$ cat src/rtl/eq_gain_sequencer_pkg.sv
// eq_pkg: shared band codes, widths, command FSM states and level saturation for the EQ gain sequencer
package eq_pkg;

    localparam int GAIN_W  = 8;
    localparam int LEVEL_W = 10;

    localparam logic [GAIN_W-1:0] GAIN_MAX = 8'd255;

    localparam logic [1:0] BAND_BASS    = 2'd0;
    localparam logic [1:0] BAND_MID     = 2'd1;
    localparam logic [1:0] BAND_TREBLE  = 2'd2;
    localparam logic [1:0] BAND_INVALID = 2'd3;

    typedef enum logic [1:0] {
        IDLE,
        LATCH,
        RELEASE
    } cmd_state_e;

    // Clamp a 10-bit front-panel level into the 8-bit gain range
    function automatic logic [GAIN_W-1:0] sat_level(input logic [LEVEL_W-1:0] level);
        return (level > {2'b00, GAIN_MAX}) ? GAIN_MAX : level[GAIN_W-1:0];
    endfunction

endpackage

$ cat src/rtl/eq_gain_sequencer_slew.sv
// eq_gain_slew: one band's target/gain pair; slews by RAMP_STEP per tick with EQ_GAIN_SLEW_EN, else jumps on the tick
module eq_gain_slew
    import eq_pkg::*;
#(
    parameter int                RAMP_STEP  = 4,
    parameter logic [GAIN_W-1:0] RESET_GAIN = 8'd128
) (
    input  logic              clk,
    input  logic              rst_n,
    input  logic              we_i,
    input  logic [GAIN_W-1:0] wdata_i,
    input  logic              tick_i,
    output logic [GAIN_W-1:0] gain_o,
    output logic              diff_o
);

    logic [GAIN_W-1:0] gain_q, gain_d, target_q, target_d;

    // A write lands in the target; the gain always moves toward the old target
    always_comb target_d = we_i ? wdata_i : target_q;

`ifdef EQ_GAIN_SLEW_EN
    localparam logic [GAIN_W-1:0] STEP = GAIN_W'(RAMP_STEP);
    logic [GAIN_W-1:0] up, dn;

    // Clamped step toward the target; the clamp prevents overshoot and wrap
    always_comb begin
        up     = target_q - gain_q;
        dn     = gain_q - target_q;
        gain_d = gain_q;
        if (tick_i && gain_q < target_q)
            gain_d = gain_q + ((up > STEP) ? STEP : up);
        else if (tick_i && gain_q > target_q)
            gain_d = gain_q - ((dn > STEP) ? STEP : dn);
    end
`else
    // No slewing: the gain snaps to the target on the next sample tick
    always_comb gain_d = tick_i ? target_q : gain_q;
`endif

    // Gain and target registers
    always_ff @(posedge clk or negedge rst_n) begin
        if (!rst_n) begin
            gain_q   <= RESET_GAIN;
            target_q <= RESET_GAIN;
        end else begin
            gain_q   <= gain_d;
            target_q <= target_d;
        end
    end

    assign gain_o = gain_q;
    assign diff_o = gain_d != target_d;

endmodule

$ cat src/rtl/eq_gain_sequencer.sv
// eq_gain_sequencer: enter synchroniser, debounce and command FSM driving three gain slewers (optional macro EQ_GAIN_SLEW_EN)
module eq_gain_sequencer
    import eq_pkg::*;
#(
    parameter int                SYNC_STAGES     = 2,
    parameter int                DEBOUNCE_CYCLES = 16,
    parameter int                RAMP_STEP       = 4,
    parameter logic [GAIN_W-1:0] RESET_GAIN      = 8'd128
) (
    input  logic               clk,
    input  logic               rst_n,
    input  logic               enter_i,
    input  logic [1:0]         band_select_i,
    input  logic [LEVEL_W-1:0] level_i,
    input  logic               sample_tick_i,
    output logic [GAIN_W-1:0]  bass_gain_o,
    output logic [GAIN_W-1:0]  mid_gain_o,
    output logic [GAIN_W-1:0]  treble_gain_o,
    output logic               cmd_ack_o,
    output logic               cmd_err_o,
    output logic               busy_o
);

    localparam int CNT_W = $clog2(DEBOUNCE_CYCLES) + 1;

    logic [SYNC_STAGES-1:0] sync_q;
    logic                   enter_s;
    cmd_state_e             state_q;
    logic [CNT_W-1:0]       cnt_q;
    logic [1:0]             band_q;
    logic [GAIN_W-1:0]      sat_q;
    logic                   ack_q, err_q, busy_q;
    logic [2:0]             we, diff;
    logic [GAIN_W-1:0]      gain [3];

    assign enter_s = sync_q[SYNC_STAGES-1];

    // Metastability synchroniser for the raw push-button
    always_ff @(posedge clk or negedge rst_n) begin
        if (!rst_n) sync_q <= '0;
        else        sync_q <= {sync_q[SYNC_STAGES-2:0], enter_i};
    end

    // Command FSM: band and level are captured on acceptance so ack/err line up with LATCH and the write follows it
    always_ff @(posedge clk or negedge rst_n) begin
        if (!rst_n) begin
            state_q <= IDLE;
            cnt_q   <= '0;
            band_q  <= BAND_BASS;
            sat_q   <= '0;
            ack_q   <= 1'b0;
            err_q   <= 1'b0;
        end else begin
            ack_q <= 1'b0;
            err_q <= 1'b0;
            case (state_q)
                IDLE: if (enter_s) begin
                    state_q <= LATCH;
                    band_q  <= band_select_i;
                    sat_q   <= sat_level(level_i);
                    ack_q   <= band_select_i != BAND_INVALID;
                    err_q   <= band_select_i == BAND_INVALID;
                end
                LATCH: begin
                    state_q <= RELEASE;
                    cnt_q   <= '0;
                end
                RELEASE: begin
                    if (enter_s)                                   cnt_q   <= '0;
                    else if (cnt_q == CNT_W'(DEBOUNCE_CYCLES - 1)) state_q <= IDLE;
                    else                                           cnt_q   <= cnt_q + 1'b1;
                end
                default: state_q <= IDLE;
            endcase
        end
    end

    // Busy reflects next-state gain/target mismatch across all bands
    always_ff @(posedge clk or negedge rst_n) begin
        if (!rst_n) busy_q <= 1'b0;
        else        busy_q <= |diff;
    end

    for (genvar b = 0; b < 3; b++) begin : g_band
        assign we[b] = (state_q == LATCH) && (band_q == 2'(b));
        eq_gain_slew #(
            .RAMP_STEP  (RAMP_STEP),
            .RESET_GAIN (RESET_GAIN)
        ) u_slew (
            .clk     (clk),
            .rst_n   (rst_n),
            .we_i    (we[b]),
            .wdata_i (sat_q),
            .tick_i  (sample_tick_i),
            .gain_o  (gain[b]),
            .diff_o  (diff[b])
        );
    end

    assign bass_gain_o   = gain[BAND_BASS];
    assign mid_gain_o    = gain[BAND_MID];
    assign treble_gain_o = gain[BAND_TREBLE];
    assign cmd_ack_o     = ack_q;
    assign cmd_err_o     = err_q;
    assign busy_o        = busy_q;

endmodule

$ cat config.mk
export PLATFORM = sky130hd
export DESIGN_NAME = eq_gain_sequencer
export DESIGN_NICKNAME = d
export VERILOG_FILES = /design/src/rtl/eq_gain_sequencer_pkg.sv /design/src/rtl/eq_gain_sequencer_slew.sv /design/src/rtl/eq_gain_sequencer.sv
export SDC_FILE = /design/constraint.sdc
export NUM_CORES = 1
export LEC_CHECK = 0
export ABC_AREA = 1
export CORE_UTILIZATION = 55
export DETAILED_ROUTE_END_ITERATION = 16
export GPL_TIMING_DRIVEN = 1
export PLACE_DENSITY_LB_ADDON = 0.05
export SLEW_MARGIN = 10
export SYNTH_ARGS = -nofsm -noshare
export SYNTH_HDL_FRONTEND = slang
export SYNTH_SLANG_ARGS = --single-unit
export TNS_END_PERCENT = 50
$ cat constraint.sdc
create_clock -name clk -period 1.9 [get_ports clk]
set_clock_uncertainty 0.15 [all_clocks]
set_input_delay 0.57 -clock clk [delete_from_list [all_inputs] [get_ports clk]]
set_output_delay 0.57 -clock clk [all_outputs]
set_load 0.01 [all_outputs]
==> results.txt, run 1 <==
DRC viols: 0
Final core utilization: 0.729
Reg2Reg Launch Point: state_q[0]
Post-DP HPWL: 5130 um
CP max FO: 8
Antenna Cells: 0
Total global-route track usage: 0.260
Die ar.: 6470 um2
Max_cap viols: 0
CTS Buffer Depth: 2
Routed length on met2: 3650 um
Synth top cells by count: nand2_1, inv_1, nand3_1, dfrtp_1, o21ai_0
Via/cell ratio: 5.17
Clock Tree Root: clkbuf_8
Worst Hold Class: primary input to asynchronous set/reset pin
Top cells by area, synth: dfrtp_1, nand2_1, nand3_1, inv_1, o21ai_0
Critical Path Sink Type: register
Cell area after synthesis: 3390 um2
Post-route setup slack: 0.0464 ns
Pre-CTS setup slack: -0.610 ns
Post-synth top flop: dfrtp_1
Post-Layout Cell Count: 590
Slew @ Worst Pin: 0.447 ns
CP startpoint: state_q[0]
Final hold viol count: 0
Routed len/inst: 13.0 um
Number of global-route vias before repair: 2809
GRT overflow: 0
Vias: 3049
Crit path launch type: register
Clk pin slew, worst setup/hold paths: 0.07 ns
Slew Viols, Final: 0
Detailed Route Iter0 Violations: 192
Crit path arrival time: 1.92 ns
Final min period: 1.85 ns
Die height: 80.5 um
DR top layer: met4
Drt pass-1 iters: 5
Cell Rows: 28
I/O pin count: 43
CTS buffer count: 9
#FFs+latches synth: 70
Most instantiated library cell after synthesis: nand2_1
F_max: 539 MHz
Area Growth Syn to Fin: 27.5%
Crit share post-route: 0.976
Register area share after synthesis: 0.520
Number of enable flip-flop cells after synthesis: 0
Yosys top cell by area: dfrtp_1
Status: finished clean
# setup viols final: 0
Clock Latency Late Sink: 0.34 ns
Syn Nets: 460
Fin nets: 528
CTS tree: built
Share of cells above drive strength 1: 0.134
Setup Total Neg Slack: 0 ns
RSZ-0062 raised after global routing: true
Post-synth top area share: 0.473
Leak: 2.27 nW
Reg2reg setup slack: 0.05 ns
Crit Path Class: register to register
Yosys cell types: 24
Post-Route WL: 7700 um
Placed cell count: 568
Initial antenna violation count: 0
Met1 WL: 3420 um
PD cells: 1510 nW/um2
Filler Cell Count: 483
Clock sink total: 70
Largest net degree at the start of global routing: 71
Met3 wire len: 434 um
WP data required: 1.96 ns
RePlAce Congestion: 0.797
PortBufs: 42
First-pass GRT wire length: 12500 um
IR drop worst, VDD: 0.812 mV
Slew margin rel.: 0.702
Multi-input logic area: 1340 um2
FF+latch area: 1760 um2
Routed Antenna Nets: 0
Syn avg cell area: 7.66 um2
Core ar.: 5920 um2
H-tree levels: 3
Synthesis Warnings: 0
Syn Inst Count: 442
Initial core utilization: 0.572
Share of flip-flops with an asynchronous set or reset: 1.00
Die Wd: 80.5 um
-- critical path: stages (launching register included) --
cell and delay, ns:
dfrtp_1 0.39, inv_2 0.09, nor2_4 0.05, buf_12 0.14, buf_4 0.13, buf_4 0.15, nand3_2 0.07, nand2_1 0.07
nand2_1 0.06, nand2_1 0.05, nor2_1 0.10, nand2_1 0.07, nor2_2 0.13, nand3_1 0.09
-- flip-flops by register name, summed over array words and instances (netlist names) --
signal and cells:
g_band.u_slew.target_q 24, busy_o 1, cmd_ack_o 1, band_q 2
g_band.u_slew.gain_o 24, sat_q 8, sync_q 2, cnt_q 5
cmd_err_o 1, state_q 2
-- path summary, 6_finish.rpt --
kind | to | cells past startpoint
worst max-delay path | busy_o | 13
worst min-delay path | g_band[1].u_slew.gain_o[2] | 2
worst max register to register | busy_o | 13
worst min register to register | sync_q[1] | 0
max in group asynchronous | g_band[0].u_slew.gain_o[7] | 2
min in group clk | sync_q[1] | 0
-- metal layers --
layer	vias up	track usage
met5	-	0
met4	0	0.111
met3	20	0.0511
met2	91	0.402
met1	1424	0.355
li1	1514	-
-- power by group --
| group | internal (mW) | leakage (nW) | switching, mW |
|---|---|---|---|
| Clock | 0.582 | 0.0937 | 0.529 |
| Sequential | 2.10 | 0.867 | 0.420 |
| Combinational | 1.18 | 1.31 | 1.71 |
-- final cells by class --
cell class,instances,area share
Tap cell,75,0.0217
Clock inverter,1,0.00116
Multi-Input combinational cell,284,0.310
Timing Repair Buffer,71,0.154
Sequential cell,70,0.408
Clock buffer,15,0.0409
Inverter,74,0.0643
-- timing repair --
item / CTS / global route
pin swaps: 0 / 2
gates resized for setup: 29 / 30
setup endpoints to repair: 28 / 3
hold buffers: 0 / 0
setup buffers: 0 / 5
gates cloned: 0 / 1
-- logic make-up after synthesis --
group           synth area share
simple gates               0.288
buf+inv                    0.104
flops                      0.520
compound gates            0.0765
xor+xnor                 0.00517
fa+ha+maj                0.00739
-- per-stage QoR --
step | hold WS (ns) | instance area, um2 | power (mW)
after global routing | 0.122 | 4320 | 7.08
after floorplan | 0.124 | 3390 | 4.18
after global placement | 0.184 | 4020 | 5.21
after CTS | 0.111 | 4170 | 6.30
final | 0.103 | 4320 | 6.52
after detailed placement | 0.186 | 4020 | 5.31
-- cells in the final DEF (no fill, tap or decap), types with 12 or more instances in the layout --
cell type        Yosys  layout
dfrtp_1             64      64
dlygate4sd2_1        0      26
nand2_1            136     134
buf_4                3      23
nand3_1             67      62
clkdlybuf4s50_1      0      13
clkbuf_8             0      12
nor2_1              20      15
inv_1               74      73
o21ai_1              4      12
o21ai_0             40      32
Power figures use the tool's default switching activity.
==> run 2: changes to the inputs <==
- SKIP_LAST_GASP: unset -> 1
==> run 2 against run 1 <==
Compared with the run above:
- the run now ends with negative setup slack left
- total power shrank 1.4%
- clock-buffer cell count did not move
- first-iteration DRC count fell by 10%
- sequential cell count unchanged
- critical endpoint is now bass_gain_o[2]
- largest power group unchanged
==> results.txt, run 2 (same netlist as run 1, synthesis figures left out) <==
Setup Total Neg Slack: -0.179 ns
Clock power frac: 0.173
Slew @ Worst Pin: 0.460 ns
Initial core utilization: 0.572
Final hold viol count: 0
Die Wd: 80.5 um
Clk pin slew, worst setup/hold paths: 0.07 ns
Reg2reg setup slack: 0.02 ns
Reg-to-reg critical path endpoint: busy_o
WP data required: 1.18 ns
PD cells: 1500 nW/um2
Critical Path Sink Type: output pin
Most common cell after layout, fill and taps aside: nand2_1
First-pass GRT wire length: 12500 um
Die ar.: 6470 um2
Violated checks: negative setup slack
Routed len/inst: 12.8 um
Largest net degree at the start of global routing: 71
Switch Pwr: 2.58 mW
Number of global-route vias before repair: 2809
CTS Buffer Depth: 2
CP max stage cell: clkdlybuf4s50_1
DRC viols: 0
Clock sink total: 70
Post-Route WL: 7510 um
Crit path arrival time: 1.22 ns
Switching portion of total power: 0.401
# setup viols final: 7
Crit path launch type: register
Max_cap viols: 0
Hold-fix buffers, CTS: 0
Cell Rows: 28
Logic pwr share: 0.437
Via/cell ratio: 5.15
Drt pass-1 iters: 5
RePlAce Congestion: 0.797
Clock Tree Root: clkbuf_8
Delay-heaviest family, CP: buffers and inverters
Vias: 3023
CP max FO: 2
Fin nets: 525
Tot Pwr: 6.43 mW
Flop pwr share: 0.391
Clock Latency Late Sink: 0.34 ns
Critical-path cell list: clkdlybuf4s50_1
Detailed Route Iter0 Violations: 172
Antenna Cells: 0
Worst Hold Class: primary input to asynchronous set/reset pin
Routed Antenna Nets: 0
Status: finished with violations
Final min period: 1.94 ns
GRT overflow: 0
CTS tree: built
Leak: 2.31 nW
Die height: 80.5 um
Int Pwr: 3.86 mW
Post-DP HPWL: 5130 um
Area Growth Syn to Fin: 26.4%
Reg2Reg Launch Point: state_q[0]
Total global-route track usage: 0.260
Filler Cell Count: 486
Slew Viols, Final: 0
Crit share post-route: 1.02
R2R cell count: 13
CP Depth: 1
RSZ-0062 raised after global routing: true
Share of cells above drive strength 1: 0.107
I/O pin count: 43
Hold WS: 0.0926 ns
Initial antenna violation count: 0
Slew margin rel.: 0.693
Post-route setup slack: -0.0363 ns
Crit Path Class: register to output pin
F_max: 516 MHz
CP max stage delay: 0.54 ns
PortBufs: 42
IR drop worst, VDD: 0.795 mV
H-tree levels: 3
Core ar.: 5920 um2
CTS buffer count: 9
CP bufs+invs: 1
Most frequent cells in the layout: nand2_1, inv_1, nand3_1
## run 2: worst max-delay path by stage
stage                           to                  startpoint
floorplan                   busy_o               sample_tick_i
global placement            busy_o               sample_tick_i
detailed placement          busy_o               sample_tick_i
CTS                         busy_o               sample_tick_i
global route                busy_o                  state_q[0]
finish              bass_gain_o[2]  g_band[0].u_slew.gain_o[2]
## run 2: final cells by class
class                      count  area (um2)  area share
sequential                    70        1760       0.411
timing repair buffer          68         673       0.157
multi-input combinational    284        1290       0.303
clock buffer                  15         176      0.0412
inverter                      74         278      0.0649
tap                           75        93.8      0.0219
clock inverter                 1        5.00     0.00117
## run 2: metal layers
metal / global-route usage / up-vias / part of all wire
li1: - / 1510 / -
met3: 0.0511 / 13 / 0.052
met5: 0 / - / 0
met1: 0.355 / 1404 / 0.46
met2: 0.402 / 96 / 0.47
met4: 0.111 / 0 / 0.018
## run 2: power groups by stage
stage | Combinational, mW | Clock (mW) | Sequential, mW
6_report | 2.81 | 1.11 | 2.52
3_3_place_gp | 2.70 | 0 | 2.51
4_1_cts | 2.74 | 1.13 | 2.51
5_1_grt | 3.21 | 1.19 | 2.59
3_5_place_dp | 2.78 | 0 | 2.53
2_1_floorplan | 1.64 | 0 | 2.54
## run 2: timing repair
action	4_1_cts	5_1_grt
setup endpoints to repair	28	17
setup buffers	0	2
hold endpoints to repair	0	0
pin swaps	0	1
cloned	0	1
gates resized for setup	14	20
## run 2: per-stage QoR
step	setup slack, ns	instance area (um2)	instances	utilization
after floorplan	0.193	3390	442	-
after global placement	-0.546	4020	568	0.679
after detailed placement	-0.610	4020	568	0.679
after CTS	-0.227	4180	584	0.707
after global routing	-0.0949	4280	587	0.723
final	-0.0363	4280	587	0.723
